===== src/rtl/button_debounce_pkg.sv =====
// rtl/button_debounce_pkg.sv - shared state encoding and timing constants for button debouncing
package button_debounce_pkg;

  // Encoding chosen so that bit 1 is the debounced level and bit 0 marks qualification.
  typedef enum logic [1:0] {
    S_LOW  = 2'd0,
    S_RISE = 2'd1,
    S_HIGH = 2'd2,
    S_FALL = 2'd3
  } state_e;

  localparam int unsigned CLK_HZ      = 100_000_000;
  localparam int unsigned DEBOUNCE_MS = 10;

  // 10 ms at 100 MHz; top levels derive their qualification window from this.
  localparam int unsigned DEFAULT_STABLE_CYCLES = (CLK_HZ / 1000) * DEBOUNCE_MS;

endpackage


===== src/rtl/button_debounce_sync_2ff.sv =====
// rtl/button_debounce_sync_2ff.sv - two-flop synchronizer for asynchronous board inputs
module button_debounce_sync_2ff (
  input  logic clk,
  input  logic rst,
  input  logic d,
  output logic q
);

  logic sync0_d, sync0_q;
  logic sync1_d, sync1_q;

  // Next values: shift the raw input through two stages; only sync0 may go metastable.
  always_comb begin
    sync0_d = d;
    sync1_d = sync0_q;
  end

  // Synchronizer stages, cleared by synchronous reset.
  always_ff @(posedge clk) begin
    if (rst) begin
      sync0_q <= 1'b0;
      sync1_q <= 1'b0;
    end else begin
      sync0_q <= sync0_d;
      sync1_q <= sync1_d;
    end
  end

  assign q = sync1_q;

endmodule


===== src/rtl/button_debounce.sv =====
// rtl/button_debounce.sv - synchronizer plus counter-qualified FSM producing a clean button level
module button_debounce
  import button_debounce_pkg::*;
#(
  parameter int unsigned STABLE_CYCLES = DEFAULT_STABLE_CYCLES
) (
  input  logic clk,
  input  logic rst,
  input  logic btn_in,
  output logic btn_out,
  output logic busy
);

  localparam int unsigned     CNT_W    = $clog2(STABLE_CYCLES);
  localparam logic [CNT_W-1:0] CNT_LAST = CNT_W'(STABLE_CYCLES - 1);

  logic             s;
  state_e           state_d, state_q;
  logic [CNT_W-1:0] cnt_d, cnt_q;

  button_debounce_sync_2ff u_sync (
    .clk (clk),
    .rst (rst),
    .d   (btn_in),
    .q   (s)
  );

  // Next-state logic: the glitch test on s is checked before the terminal count,
  // so a toggle on the final qualification cycle still aborts the transition.
  always_comb begin
    state_d = state_q;
    cnt_d   = cnt_q;
    case (state_q)
      S_LOW: begin
        if (s) begin
          state_d = S_RISE;
          cnt_d   = '0;
        end
      end
      S_RISE: begin
        if (!s) begin
          state_d = S_LOW;
          cnt_d   = '0;
        end else if (cnt_q == CNT_LAST) begin
          state_d = S_HIGH;
        end else begin
          cnt_d = cnt_q + 1'b1;
        end
      end
      S_HIGH: begin
        if (!s) begin
          state_d = S_FALL;
          cnt_d   = '0;
        end
      end
      S_FALL: begin
        if (s) begin
          state_d = S_HIGH;
          cnt_d   = '0;
        end else if (cnt_q == CNT_LAST) begin
          state_d = S_LOW;
        end else begin
          cnt_d = cnt_q + 1'b1;
        end
      end
      default: begin
        state_d = S_LOW;
        cnt_d   = '0;
      end
    endcase
  end

  // State and qualification counter; reset discards any partial count.
  always_ff @(posedge clk) begin
    if (rst) begin
      state_q <= S_LOW;
      cnt_q   <= '0;
    end else begin
      state_q <= state_d;
      cnt_q   <= cnt_d;
    end
  end

  // Each output is a single state bit, so neither can glitch.
  assign btn_out = state_q[1];
  assign busy    = state_q[0];

endmodule


===== config.mk =====
export PLATFORM = sky130hd
export DESIGN_NAME = button_debounce
export DESIGN_NICKNAME = d
export VERILOG_FILES = /design/src/rtl/button_debounce_pkg.sv /design/src/rtl/button_debounce_sync_2ff.sv /design/src/rtl/button_debounce.sv
export SDC_FILE = /design/constraint.sdc
export NUM_CORES = 1
export LEC_CHECK = 0
export ABC_AREA = 0
export BUFFER_PORTS_ARGS = -buffer_cell sky130_fd_sc_hd__buf_4
export CAP_MARGIN = 20
export CORE_MARGIN = 2
export CORE_UTILIZATION = 40
export CTS_BUF_LIST = sky130_fd_sc_hd__clkbuf_4 sky130_fd_sc_hd__clkbuf_8
export CTS_CLUSTER_DIAMETER = 50
export CTS_CLUSTER_SIZE = 24
export DETAILED_ROUTE_END_ITERATION = 12
export MAX_ROUTING_LAYER = met4
export PLACE_DENSITY = 0.63
export SETUP_SLACK_MARGIN = 0.05
export SLEW_MARGIN = 0
export SYNTH_ARGS = -nofsm -noshare
export SYNTH_HDL_FRONTEND = slang
export SYNTH_SLANG_ARGS = --single-unit

===== constraint.sdc =====
create_clock -name clk -period 2.1 [get_ports clk]
set_input_delay 0.105 -clock clk [delete_from_list [all_inputs] [get_ports clk]]
set_output_delay 0.105 -clock clk [all_outputs]
set_load 0.01 [all_outputs]

==> Word-level counts from Yosys, hierarchy flattened <==
Cells that the tools add are included.
{ "word_totals": {"register_bits": 24, "elab_cells": 29} }
{ "op_classes": {"n_addsub": 1, "n_eq_ne": 8, "n_mux": 13, "reduce_logical": 3} }
{ "ops": {"columns": ["operator", "n"], "rows": [
  ["$mux 20", 5],
  ["$pmux 20 s4", 1],
  ["$add 20x1->20 const B", 1],
  ["$eq 20x20->1 const B", 1],
  ["$mux 2", 6],
  ["$pmux 2 s4", 1],
  ["$eq 2x2->1 const B", 2],
  ["$reduce_and 4->1", 1],
  ["$ne 3x2->1 const B", 1],
  ["$ne 3x3->1 const B", 1],
  ["$eq 2x1->1 const B", 1],
  ["$logic_not 2->1", 1],
  ["$ne 2x1->1 const B", 1],
  ["$ne 2x2->1 const B", 1],
  ["$reduce_and 2->1", 1]
]} }

==> Longest topological paths before layout <==
{ "depth": {"word_depth": 4, "mapped_depth": 6, "ltp_nobuf": 6} }

==> Hierarchy <==
A second synthesis with hierarchy kept.
{ "unflattened": {"cells_unflattened": 152, "area_unflattened_um2": 1290.0} }
{ "by_module_without_submodules": {"columns": ["mod", "instances", "cells_per_inst", "area_per_inst_um2"], "rows": [
  ["button_debounce", 1, 148, 1237.4],
  ["button_debounce_sync_2ff", 1, 4, 52.6]
]} }

==> Worst setup path before layout <==
No wires, ideal clock.
{ "synth_path": {"path_kind": "reg-to-reg", "from": "register cnt_q[6]", "to": "register cnt_q[5]", "arrival_ns": 1.424, "required_ns": 2.012, "path_slack_ns": 0.588, "path_stages_with_launch": 6, "n_path_buf": 1, "cell_sequence": "dfxtp_1 > buf_6 > nor4b_2 > nand4_2 > or2_4 > a311oi_2"} }
{ "synth_between": {"elab_chain_len": 4, "word_cells_on_any_way": 5, "cone_classes": "eq/ne: 1; mux: 4"} }
{ "synth_rtl": {"columns": ["element", "line_no", "source"], "rows": [
  ["start: declaration", "button_debounce.sv:19", "logic [CNT_W-1:0] cnt_d, cnt_q;"],
  ["start signal: assignment", "button_debounce.sv:80", "cnt_q <= cnt_d;"],
  ["$eq 20x20->1 *", "button_debounce.sv:44, button_debounce.sv:60", null],
  ["$mux 20 *", null, null],
  ["$mux 20 (on tied branches)", null, null],
  ["$pmux 20 s4 *", null, null]
]} }
Every way passes the cells marked *; elsewhere a longest branch is shown, timed or not.
A chain may end at the register's enable or synchronous reset.

==> Worst setup path in the final report <==
{ "layout_path": {"from": "register cnt_q[6]", "to": "register cnt_q[15]"} }
{ "layout_between": {"elab_chain_len": 4, "word_cells_on_any_way": 6, "cone_classes": "add/sub: 1; eq/ne: 1; mux: 4"} }
{ "layout_rtl": {"columns": ["element", "line_no", "source"], "rows": [
  ["$add 20x1->20 or $eq 20x20->1 (tied branches)", null, null],
  ["$mux 20 *", "button_debounce.sv:44, button_debounce.sv:60", null],
  ["$mux 20 (on tied branches)", "button_debounce.sv:57, button_debounce.sv:41", null],
  ["$pmux 20 s4 *", "button_debounce.sv:33", "case (state_q)"]
]} }
Marks and branches as above.

==> impl_metrics.py <==
metrics = {
    "synth": {
        "synth_warnings": 0,
        "syn_inst": 139,
        "synth_nets": 143,
        "avgSynthCellArea_um2": 8.875,
        "async_reset_ff_share_pct": 0,
        "synth-edff-count": 0,
        "ys_seq_area_share_pct": 38.95,
        "syn_area_mm2": 0.001234,
        "ys.flop_type": "dfxtp_1",
        "ys_seq_elements": 24,
        "yosysUniqueCellTypes": 41,
    },
    "cts": {
        "clock_latency_ns": 0.31,
        "cts.sinks": 24,
        "clkTransAtPathRegs_ns": 0.12,
        "h-tree-depth": 1,
        "max-clock-path-buffers": 2,
        "cts.hold.buffers_added": 1,
        "cts_root_buf": "clkbuf_4",
        "cts_setup_buffers": 0,
        "cts_tree": "done",
        "cts_inserted_buffers": 3,
        "post_cts_resized": 0,
    },
    "detailed_routing": {
        "viasPerCell": 5.704,
        "drtPass1Iterations": 4,
        "drt_iter0_drc": 35,
        "wl_per_cell_um": 13.59,
        "wirelength_mm": 2.433,
        "drc_errors": 0,
        "num_vias": 1021,
        "antenna_left": 0,
    },
    "global_route": {
        "grt_pass1_wl_mm": 4.195,
        "grt_use_total_pct": 15.85,
        "antenna_found_initial": 0,
        "grt.overflow.total": 0,
        "grt_pass1_vias": 938,
        "grt_max_degree": 14,
    },
    "power_and_ir_drop": {
        "leakage_nw": 0.4380,
        "ir_worst_vdd_uv": 352.7,
        "finalPower_uw": 691.9,
        "p_per_area_mw_per_mm2": 514.4,
    },
    "min_path": {
        "hold_path.class": "in -> reg",
    },
    "finish": {
        "layoutNonFillerInstCount": 179,
        "diodes": 0,
        "drive_above_1_share_pct": 14.38,
        "nets": 152,
        "design_area_mm2": 0.001345,
        "nFillCells": 300,
        "postLayoutCoreUtil_pct": 44.79,
        "areaGrowthSynthToFinish_pct": 9.026,
    },
    "sta": {
        "finalSetupViolCount": 0,
        "rsz0062_at_grt": "no",
        "tightest_slew_ns": 0.4286,
        "fmax_mhz": 564.9,
        "slew_violations": 0,
        "fin_crit_ns": 1.770,
        "fin_crit_sh_pct": 84.29,
        "hold_violations": 0,
        "slew_headroom_pct": 71.32,
        "tns_ns": 0,
        "finalClockSkew_ns": 0.007383,
    },
    "floorplan": {
        "fp.dieW_um": 59.54,
        "core_area_mm2": 0.003003,
        "row_count": 20,
        "start_util_pct": 41.08,
        "dieArea_mm2": 0.003544,
        "io_pins": 5,
        "die_h_um": 59.54,
    },
    "placed_design": {
        "io_buffers": 4,
        "place_area_mm2": 0.001313,
        "gp_congestion": 0.8633,
        "dpl.cell_count": 175,
        "hpwl_mm": 1.837,
    },
    "critical_path": {
        "path_class": "reg -> reg",
        "critPathLaunchType": "register",
        "crit_path_max_fanout": 7,
        "cp_slowest_cell": "dfxtp_1",
        "crit_family": "simple AND/OR/NAND/NOR gates",
        "critPathMostFrequentCell": "or3_1",
        "cp.arrival_ns": 2.02,
        "path_cells": "nand4_1 > or3_1 > or3_1 > a21oi_1",
        "cpPeakStageDelay_ns": 0.51,
        "critPathBufInv": 0,
        "cp.required_ns": 2.35,
        "critPathCaptureType": "register",
    },
    "outcome": {
        "status": "finished clean",
    },
    "flow_run": {
        "maxCapViolCount": 0,
    },
}
-- flip-flops by register name (all words and copies together) (netlist names), named ones only --
signal / flops
cnt_q: 20
u_sync.q: 1
state_q: 1
u_sync.sync0_q: 1
-- worst register-to-register path, delay by kind of cell (launching register included) --
| kind | cells | cell delay [ns] |
|---|---|---|
| flops | 1 | 0.51 |
| compound gates | 1 | 0.15 |
| simple gates | 3 | 1.04 |
-- logic make-up (layout without fill, tap and decap cells) --
kind of cell | after synthesis | after routing | share of synthesized area, %
adders and majority gates | 1 | 1 | 1.014
muxes | 2 | 2 | 1.623
buffers and inverters | 6 | 13 | 2.535
DFF | 24 | 24 | 38.95
xor gates and xnor gates | 12 | 12 | 9.129
AOI/OAI and AO/OA | 29 | 29 | 14.81
and+or+nand+nor | 65 | 65 | 31.95
-- cells in the mapped netlist, types with 3 or more instances --
cell type | count | area, um^2
a21oi_1 | 8 | 40.04
inv_1 | 3 | 11.26
nand2_1 | 6 | 22.52
nor2_1 | 18 | 67.56
dfxtp_1 | 24 | 480.5
xor2_1 | 8 | 70.07
o21ai_0 | 3 | 15.01
nand3_1 | 9 | 45.04
xnor2_1 | 3 | 26.28
nor3_1 | 4 | 20.02
o21ai_1 | 7 | 35.03
nor4_1 | 3 | 18.77
nand4_1 | 5 | 31.28
-- through the flow --
step                      setup WS [ns]  hold slack (ns)
final                            0.3298          0.02577
after global routing             0.2206          0.01744
after CTS                        0.3523          0.01966
after detailed placement         0.3931           0.3219
after global placement           0.4031           0.3259
after floorplan                  0.5883           0.2332
-- layout make-up --
| type | instances | area, um^2 | area share (%) |
|---|---|---|---|
| inverter | 3 | 11.26 | 0.8372 |
| timing repair buffer | 7 | 67.56 | 5.023 |
| multi-input combinational | 109 | 721.9 | 53.67 |
| clock buffer | 3 | 22.52 | 1.674 |
| tap | 33 | 41.29 | 3.070 |
| sequential | 24 | 480.5 | 35.72 |
-- metal layers --
metal  global-route usage [%]  wire [um]
met1                    20.72       1200
met2                    25.59       1126
met3                    3.930         96
met4                    1.905          9
met5                        -          0
-- placed cells by master, fill, tap and decap left out, types with 4 or more instances in the layout --
| cell type | instances |
|---|---|
| buf_4 | 5 |
| nor2_1 | 18 |
| o21ai_1 | 7 |
| nand2_1 | 6 |
| xor2_1 | 8 |
| nand3_1 | 9 |
| nor3_1 | 4 |
| a21oi_1 | 8 |
| dfxtp_1 | 24 |
| nand4_1 | 5 |
-- worst paths after layout --
path / slack, ns / startpoint / endpoint / cells past startpoint
min: 0.03 / rst / cnt_q[19]$_SDFFE_PP0P_ / 2
min reg2reg: 0.46 / u_sync.sync0_q$_SDFF_PP0_ / u_sync.q$_SDFF_PP0_ / 1
max reg2reg: 0.33 / cnt_q[6]$_SDFFE_PP0P_ / cnt_q[15]$_SDFFE_PP0P_ / 4
max: 0.33 / cnt_q[6]$_SDFFE_PP0P_ / cnt_q[15]$_SDFFE_PP0P_ / 4
-- report_power, final --
group | switching, mW | internal (mW) | leakage, nW | total, mW
sequential | 0.00194 | 0.458 | 0.194 | 0.460
combinational | 0.0191 | 0.0161 | 0.230 | 0.0353
clock | 0.130 | 0.0671 | 0.0138 | 0.197
total | 0.151 | 0.541 | 0.438 | 0.692
Power figures use the tool's default switching activity.
